[src/rtl/ctrl_sync_stretch.sv]
// Per-channel CDC synchroniser with edge detection and pulse stretching into bclk.
// Optional overrun detection is compiled in with CTRL_SYNC_OVR_EN.
module ctrl_sync_stretch #(
  parameter int unsigned CH          = 4,
  parameter int unsigned SYNC_STAGES = 2,
  parameter int unsigned STRETCH     = 3,
  parameter int unsigned EDGE_MODE   = 0
) (
  input  logic          bclk,
  input  logic          rst,
  input  logic [CH-1:0] adat,
  output logic [CH-1:0] bdat,
  output logic [CH-1:0] blvl,
  output logic          bany,
  input  logic [CH-1:0] ovr_clr,
  output logic [CH-1:0] ovr
);

  localparam int unsigned CW   = $clog2(STRETCH + 1);
  localparam int unsigned FILL = SYNC_STAGES + 1;
  localparam int unsigned FW   = $clog2(FILL + 1);

  typedef enum logic [1:0] {
    EDGE_RISE = 2'd0,
    EDGE_FALL = 2'd1,
    EDGE_BOTH = 2'd2
  } edge_mode_e;

  localparam edge_mode_e MODE = edge_mode_e'(EDGE_MODE);

  logic [CH-1:0] sync [SYNC_STAGES];
  logic [CH-1:0] hist;
  logic [CH-1:0] last;
  logic [FW-1:0] fill;
  logic          armed;
  logic [CH-1:0] edge_raw;
  logic [CH-1:0] edge_det;
  logic [CH-1:0] busy;
  logic [CH-1:0] bdat_nxt;
  logic [CW-1:0] cnt     [CH];
  logic [CW-1:0] cnt_nxt [CH];

  // Synchroniser chain, history flop and post-reset fill counter.
  always_ff @(posedge bclk) begin
    if (rst) begin
      for (int unsigned j = 0; j < SYNC_STAGES; j++) begin
        sync[j] <= '0;
      end
      hist <= '0;
      fill <= '0;
    end else begin
      sync[0] <= adat;
      for (int unsigned j = 1; j < SYNC_STAGES; j++) begin
        sync[j] <= sync[j-1];
      end
      hist <= last;
      if (!armed) begin
        fill <= fill + 1'b1;
      end
    end
  end

  assign last  = sync[SYNC_STAGES-1];
  assign blvl  = last;
  assign armed = (fill == FW'(FILL));

  always_comb begin
    edge_raw = '0;
    case (MODE)
      EDGE_RISE: edge_raw = last & ~hist;
      EDGE_FALL: edge_raw = ~last & hist;
      default:   edge_raw = last ^ hist;
    endcase
  end

  // Edges are ignored until the chain has refilled with post-reset samples.
  assign edge_det = armed ? edge_raw : '0;

  always_comb begin
    for (int unsigned i = 0; i < CH; i++) begin
      busy[i]     = (cnt[i] != '0);
      cnt_nxt[i]  = cnt[i];
      if (edge_det[i]) begin
        cnt_nxt[i] = CW'(STRETCH);
      end else if (busy[i]) begin
        cnt_nxt[i] = cnt[i] - 1'b1;
      end
      bdat_nxt[i] = (cnt_nxt[i] != '0);
    end
  end

  // bdat is registered from the next counter value so it tracks the counter exactly.
  always_ff @(posedge bclk) begin
    if (rst) begin
      for (int unsigned i = 0; i < CH; i++) begin
        cnt[i] <= '0;
      end
      bdat <= '0;
      bany <= 1'b0;
    end else begin
      for (int unsigned i = 0; i < CH; i++) begin
        cnt[i] <= cnt_nxt[i];
      end
      bdat <= bdat_nxt;
      bany <= |bdat;
    end
  end

`ifdef CTRL_SYNC_OVR_EN
  logic [CH-1:0] retrig;

  assign retrig = edge_det & busy;

  // A retrigger wins over a clear arriving in the same cycle.
  always_ff @(posedge bclk) begin
    if (rst) begin
      ovr <= '0;
    end else begin
      ovr <= retrig | (ovr & ~ovr_clr);
    end
  end
`else
  logic unused_ovr_clr;

  assign unused_ovr_clr = ^ovr_clr;
  assign ovr            = '0;
`endif

endmodule
[config.mk]
export PLATFORM = sky130hd
export DESIGN_NAME = ctrl_sync_stretch
export DESIGN_NICKNAME = d
export VERILOG_FILES = /design/src/rtl/ctrl_sync_stretch.sv
export SDC_FILE = /design/constraint.sdc
export NUM_CORES = 1
export LEC_CHECK = 0
export ABC_AREA = 1
export CORE_ASPECT_RATIO = 0.7
export CORE_MARGIN = 2
export CORE_UTILIZATION = 42
export CTS_BUF_LIST = sky130_fd_sc_hd__clkbuf_16
export CTS_CLUSTER_DIAMETER = 150
export CTS_CLUSTER_SIZE = 28
export DETAILED_ROUTE_END_ITERATION = 12
export GPL_ROUTABILITY_DRIVEN = 1
export PLACE_DENSITY = 0.72
export SYNTH_ARGS = -nofsm -noshare
export SYNTH_HDL_FRONTEND = slang
export SYNTH_SLANG_ARGS = --single-unit
[constraint.sdc]
create_clock -name bclk -period 0.8 [get_ports bclk]
set_input_delay 0.2 -clock bclk [delete_from_list [all_inputs] [get_ports bclk]]
set_output_delay 0.2 -clock bclk [all_outputs]
set_load 0.02 [all_outputs]
==> results of run 1 <==
==> power breakdown <==
| part | switching (mW) | internal (mW) | total, mW |
|---|---|---|---|
| combinational | 0.145 | 0.148 | 0.293 |
| sequential | 0.0532 | 1.41 | 1.46 |
| clock | 0.414 | 0.667 | 1.08 |
| total | 0.613 | 2.23 | 2.84 |
==> kinds of logic (layout without fill, tap and decap cells) <==
group	count (synthesis)	after routing
and+or+nand+nor	48	48
other	1	4
AOI/OAI and AO/OA	4	4
buffers and inverters	39	57
DFF	27	27
adders and majority gates	2	2
==> stage by stage <==
step / hold slack, ps / utilization / setup TNS (ps) / instances
floorplan: 269 / - / -295 / 124
global placement: 391 / 0.560 / -9740 / 170
detailed placement: 396 / 0.560 / -10190 / 170
CTS: 400 / 0.610 / -2110 / 174
global route: 422 / 0.619 / -3470 / 174
finish: 397 / 0.619 / -2310 / 174
==> worst paths after layout <==
check	from	end	slack, ps	cells past startpoint
hold / removal	sync[0][3]	sync[0][7]	400	2
setup reg to reg	fill[1]	bdat[3]	-120	5
setup / recovery	fill[1]	bdat[3]	-120	5
hold reg to reg	sync[0][3]	sync[0][7]	400	2
==> tightest hold or removal path: cells and delay by family, from the launching register on <==
kind,cells,cell delay [ps]
simple gates,1,30
buf+inv,1,40
flops,1,300
==> layout make-up <==
class	instances	area share
well taps	32	0.0300
inverters	30	0.0882
clock inverters	1	0.00281
repair buffers	23	0.164
flip-flops and latches	27	0.419
multi-input cells	58	0.239
clock buffers	3	0.0563
==> repair_timing <==
action	CTS	global route
hold endpoints to repair	0	0
pin swaps	4	0
endpoints found under the setup margin	23	36
gates resized for setup	65	7
cloned	0	0
==> layer usage <==
metal,up-vias,global-route usage
met4,0,0.0522
li1,377,-
met1,315,0.145
met3,4,0.0627
met5,-,0
met2,11,0.249
==> sequential cells by signal, summed over array words and instances, names as in the netlist <==
register	count
bdat	4
cnt	8
fill	2
sync	8
bany	1
hist	4
==> layout by cell type, fill, tap and decap left out, types with 4 or more instances in the layout <==
| cell type | count |
|---|---|
| buf_4 | 9 |
| buf_6 | 9 |
| clkdlybuf4s50_1 | 5 |
| conb_1 | 4 |
| dfxtp_1 | 16 |
| dfxtp_2 | 9 |
| inv_1 | 28 |
| nand2_1 | 24 |
| nand2_2 | 4 |
| nor2_1 | 16 |
==> results.yml, run 1 <==
yosys:
  synth_compound_area_frac: 0.0248
  postSynthAreaPerCell_um2: 7.92
  synth_top_family_by_area: "simple AND/OR/NAND/NOR gates"
  yosysMostFrequentCell: "inv_1"
  synth_top_cell_area_share: 0.564
  synth_area_leaders: "dfxtp_1 56%, inv_1 11%, nand2_1 11%"
  ys_ff_latch: 27
  yosysWarnings: 0
  yosys.area_share.simple: 0.193
  ys_top_cells_by_count: "29 x inv_1, 28 x nand2_1, 27 x dfxtp_1"
  synth-xor-area-share: 0
  yosysTopAreaCell: "dfxtp_1"
  synthFlopType: "dfxtp_1"
  ys_seq_area_frac: 0.564
  ys_types: 12
  synthCells: 121
  synth_fa_ha_area_frac: 0.0261
  synth_mux_area_frac: 0
  synth_enable_flop_cells: 0
  synthesis.area_um2: 958
  async_flop_share: 0
min_path:
  hold_class: "reg2reg"
placed_design:
  place_area_mm2: 0.00121
  gp_congestion: 0.639
  io_buffers: 14
  dp_slack_ps: -330
  hpwlAfterDp_mm: 1.14
route:
  drc_errors: 0
  wl_met2_um: 832
  wirelength_mm: 1.56
  firstDrtPassIters: 4
  routed.top_layer: "met4"
  antenna_left: 0
  wl_met3_um: 59
  route.vias.total: 707
  viasPerCell: 4.06
  routedLengthMet1_um: 650
  wl_per_cell_um: 8.98
  first_iter_violations: 24
worst_setup_path:
  critical_path_arrival_ps: 1060
  critPathBufInv: 0
  path_class: "reg2reg"
  cp_slowest_cell: "dfxtp_4"
  crit_chain: "ha_4 > nand3_4 > nand2_2 > nand2_2 > nand2_1"
  crit_required_ps: 950
  startpoint_type: "register"
  crit_path_max_fanout: 3
  max_stage_delay_ps: 370
  end_kind: "register"
  crit_top_cell: "nand2_2"
  path_delay_family: "flip-flops"
die:
  start_util: 0.445
  core_region_area_mm2: 0.00215
  die-area_mm2: 0.00269
  row_count: 14
  ios: 23
  dieHeight_um: 44.0
  die-width_um: 61.1
grt:
  overflow: 0
  grtUsageTotal: 0.141
  grt_pass1_wl_mm: 2.67
  antenna_found_initial: 0
  first_global_vias: 679
  grt_max_degree: 15
timing:
  finalWorstSetupSlack_ps: -118
  min_period_over_period: 1.15
  final.min_clock_period_ps: 918
  slew_violations: 0
  setup_viol_count_final: 36
  hold_violations: 0
  max_freq_mhz: 1090
  skew_ps: 1.21
  rsz0062_at_grt: "yes"
cts:
  clockBufferDepth: 2
  htreeDepth: 1
  cts_inserted_buffers: 3
  hold_buffers: 0
  cts_setup_buffers: 0
  cts_root_buf: "clkbuf_16"
  insertion_delay_ps: 250
  clock-sinks: 27
  cts_tree: "done"
  clk_pin_slew_ps: 60
pwr:
  p_per_area_mw_per_mm2: 2130
  power_mw: 2.84
  peakVddDrop_v: 0.00149
  p_leak_nw: 0.686
final_layout:
  design_area_mm2: 0.00133
  nets: 155
  n_antenna_cell: 0
  area_delta_synth_final_pct: 39.2
  multi_input_comb_area_um2: 319
  fill_cells: 194
  drive_above_1_share: 0.338
  seqCellArea_um2: 559
status:
  violations: "setup timing"
  status: "finished, violations left"
flow_run:
  max_cap_viol_count: 0
(Power assumes the default switching activity.)
==> inputs of run 2 (changes only) <==
--- a/config.mk
+++ b/config.mk
@@ -6,12 +6,11 @@
 export NUM_CORES = 1
 export LEC_CHECK = 0
 export ABC_AREA = 1
-export CORE_ASPECT_RATIO = 0.7
+export CORE_ASPECT_RATIO = 1.5
 export CORE_MARGIN = 2
 export CORE_UTILIZATION = 42
 export CTS_BUF_LIST = sky130_fd_sc_hd__clkbuf_16
 export CTS_CLUSTER_DIAMETER = 150
-export CTS_CLUSTER_SIZE = 28
 export DETAILED_ROUTE_END_ITERATION = 12
 export GPL_ROUTABILITY_DRIVEN = 1
 export PLACE_DENSITY = 0.72
==> run 2 against run 1 <==
The flow still finishes with violations (setup timing). Count of clock-buffer cells in the layout did not move. Sequential power barely moved. First-iteration DRC count fell by 67%. Wire length rose by 2.2%. Final area fell by 0.56%. Combinational power fell by 3%. Cell count fell by 5.7%. Hold slack improved by 1.2 ps. Power fell by 0.13%. Via count fell by 0.71%. Largest cell class unchanged.
==> results.yml, run 2 (synthesis results as in run 1) <==
status:
  status: "finished, violations left"
  violations: "setup timing"
die:
  core_region_area_mm2: 0.00221
  start_util: 0.434
  die-width_um: 43.0
  die-area_mm2: 0.00269
  ios: 23
  dieHeight_um: 62.5
  row_count: 21
grt:
  use_met2: 0.235
  grt_pass1_wl_mm: 2.66
  gr-usage-met1: 0.128
  antenna_found_initial: 0
  grtUsageTotal: 0.133
  first_global_vias: 649
  grtUsageMet3: 0.0260
  grt.busiest_layer: "met2"
  grt_max_degree: 15
  overflow: 0
worst_setup_path:
  startpoint_type: "register"
  regToRegSetupSlack_ps: -120
  critical_path_arrival_ps: 1060
  path_class: "reg2reg"
  ff2ff_path_depth: 5
  rr_startpoint: "fill[0]"
  crit_required_ps: 940
  crit_path_max_fanout: 3
  startpoint: "fill[0]"
  end_kind: "register"
  r2r_end: "bdat[0]"
timing:
  finalWorstSetupSlack_ps: -116
  min_period_over_period: 1.14
  slew_violations: 0
  final.min_clock_period_ps: 916
  whs_ps: 398
  max_freq_mhz: 1090
  setup_viol_count_final: 35
  rsz0062_at_grt: "yes"
  skew_ps: 2.33
  hold_violations: 0
placed_design:
  gp_congestion: 0.700
  hpwlAfterDp_mm: 1.17
  place_area_mm2: 0.00118
  io_buffers: 14
final_layout:
  nets: 154
  n_antenna_cell: 0
  layout_common_cells: "29 x inv_1, 21 x nand2_1, 16 x nor2_1, 16 x dfxtp_1"
  area_delta_synth_final_pct: 38.4
  design_area_mm2: 0.00133
  drive_above_1_share: 0.340
  reg.largest.list: "cnt x8, sync x8"
  final_common_cell: "inv_1"
cts:
  clock-sinks: 27
  insertion_delay_ps: 260
  cts_inserted_buffers: 3
  htreeDepth: 1
  clk_pin_slew_ps: 60
  cts_tree: "done"
  hold_buffers: 0
  cts_root_buf: "clkbuf_16"
  clockBufferDepth: 2
min_path:
  hold_class: "reg2reg"
  holdPathEnd: "sync[0][7]"
  min_from: "sync[0][3]"
  whs_path_depth: 2
pwr:
  peakVddDrop_v: 0.00122
  power_mw: 2.83
  p_per_area_mw_per_mm2: 2140
  p_leak_nw: 0.682
route:
  first_iter_violations: 8
  firstDrtPassIters: 3
  antenna_left: 0
  wirelength_mm: 1.60
  wl_per_cell_um: 9.73
  viasPerCell: 4.28
  drc_errors: 0
  route.vias.total: 702
flow_run:
  max_cap_viol_count: 0
run 2: how the worst max path moves through the flow:
stage | to | slack [ps] | cells past startpoint
floorplan | bdat[3] | -30 | 5
global placement | bdat[0] | -320 | 4
detailed placement | bdat[0] | -370 | 4
CTS | bdat[0] | -130 | 5
global route | bdat[3] | -160 | 5
finish | bdat[0] | -120 | 5
run 2: metrics by stage:
step	instances	setup slack (ps)	utilization	TNS (ps)
after floorplan	124	-32.3	-	-295
after global placement	159	-321	0.535	-10940
after detailed placement	159	-369	0.535	-11640
after CTS	164	-130	0.588	-2940
after global routing	164	-158	0.601	-4270
final	164	-116	0.601	-3180
run 2: cell type report:
class,instances,area (um^2)
clock buffer,3,75.1
sequential,27,559
tap,23,28.8
timing repair buffer,22,211
clock inverter,1,3.75
multi-input combinational,58,330
fill,197,881
inverter,30,118
run 2: layer usage:
layer  wire [um]  vias to the layer above
li1            -                      372
met1         618                      318
met2         903                        8
met3          25                        4
met4          49                        0
met5           0                        -
run 2: worst max-delay path, stage by stage, from the launching register on:
cell and delay [ps]:
dfxtp_4 370, ha_4 180, nand3_4 70, nand2_2 50
nand2_1 70, nand2_1 70
run 2: what timing repair did:
action                                  in CTS  in global routing
setup buffers                                1                  0
endpoints found under the setup margin      35                 35
pin swaps                                    7                  4
gates resized for setup                     65                  9
run 2: power breakdown:
part / internal [mW] / switching (mW)
registers: 1.41 / 0.0501
clock network: 0.668 / 0.422
logic: 0.141 / 0.144
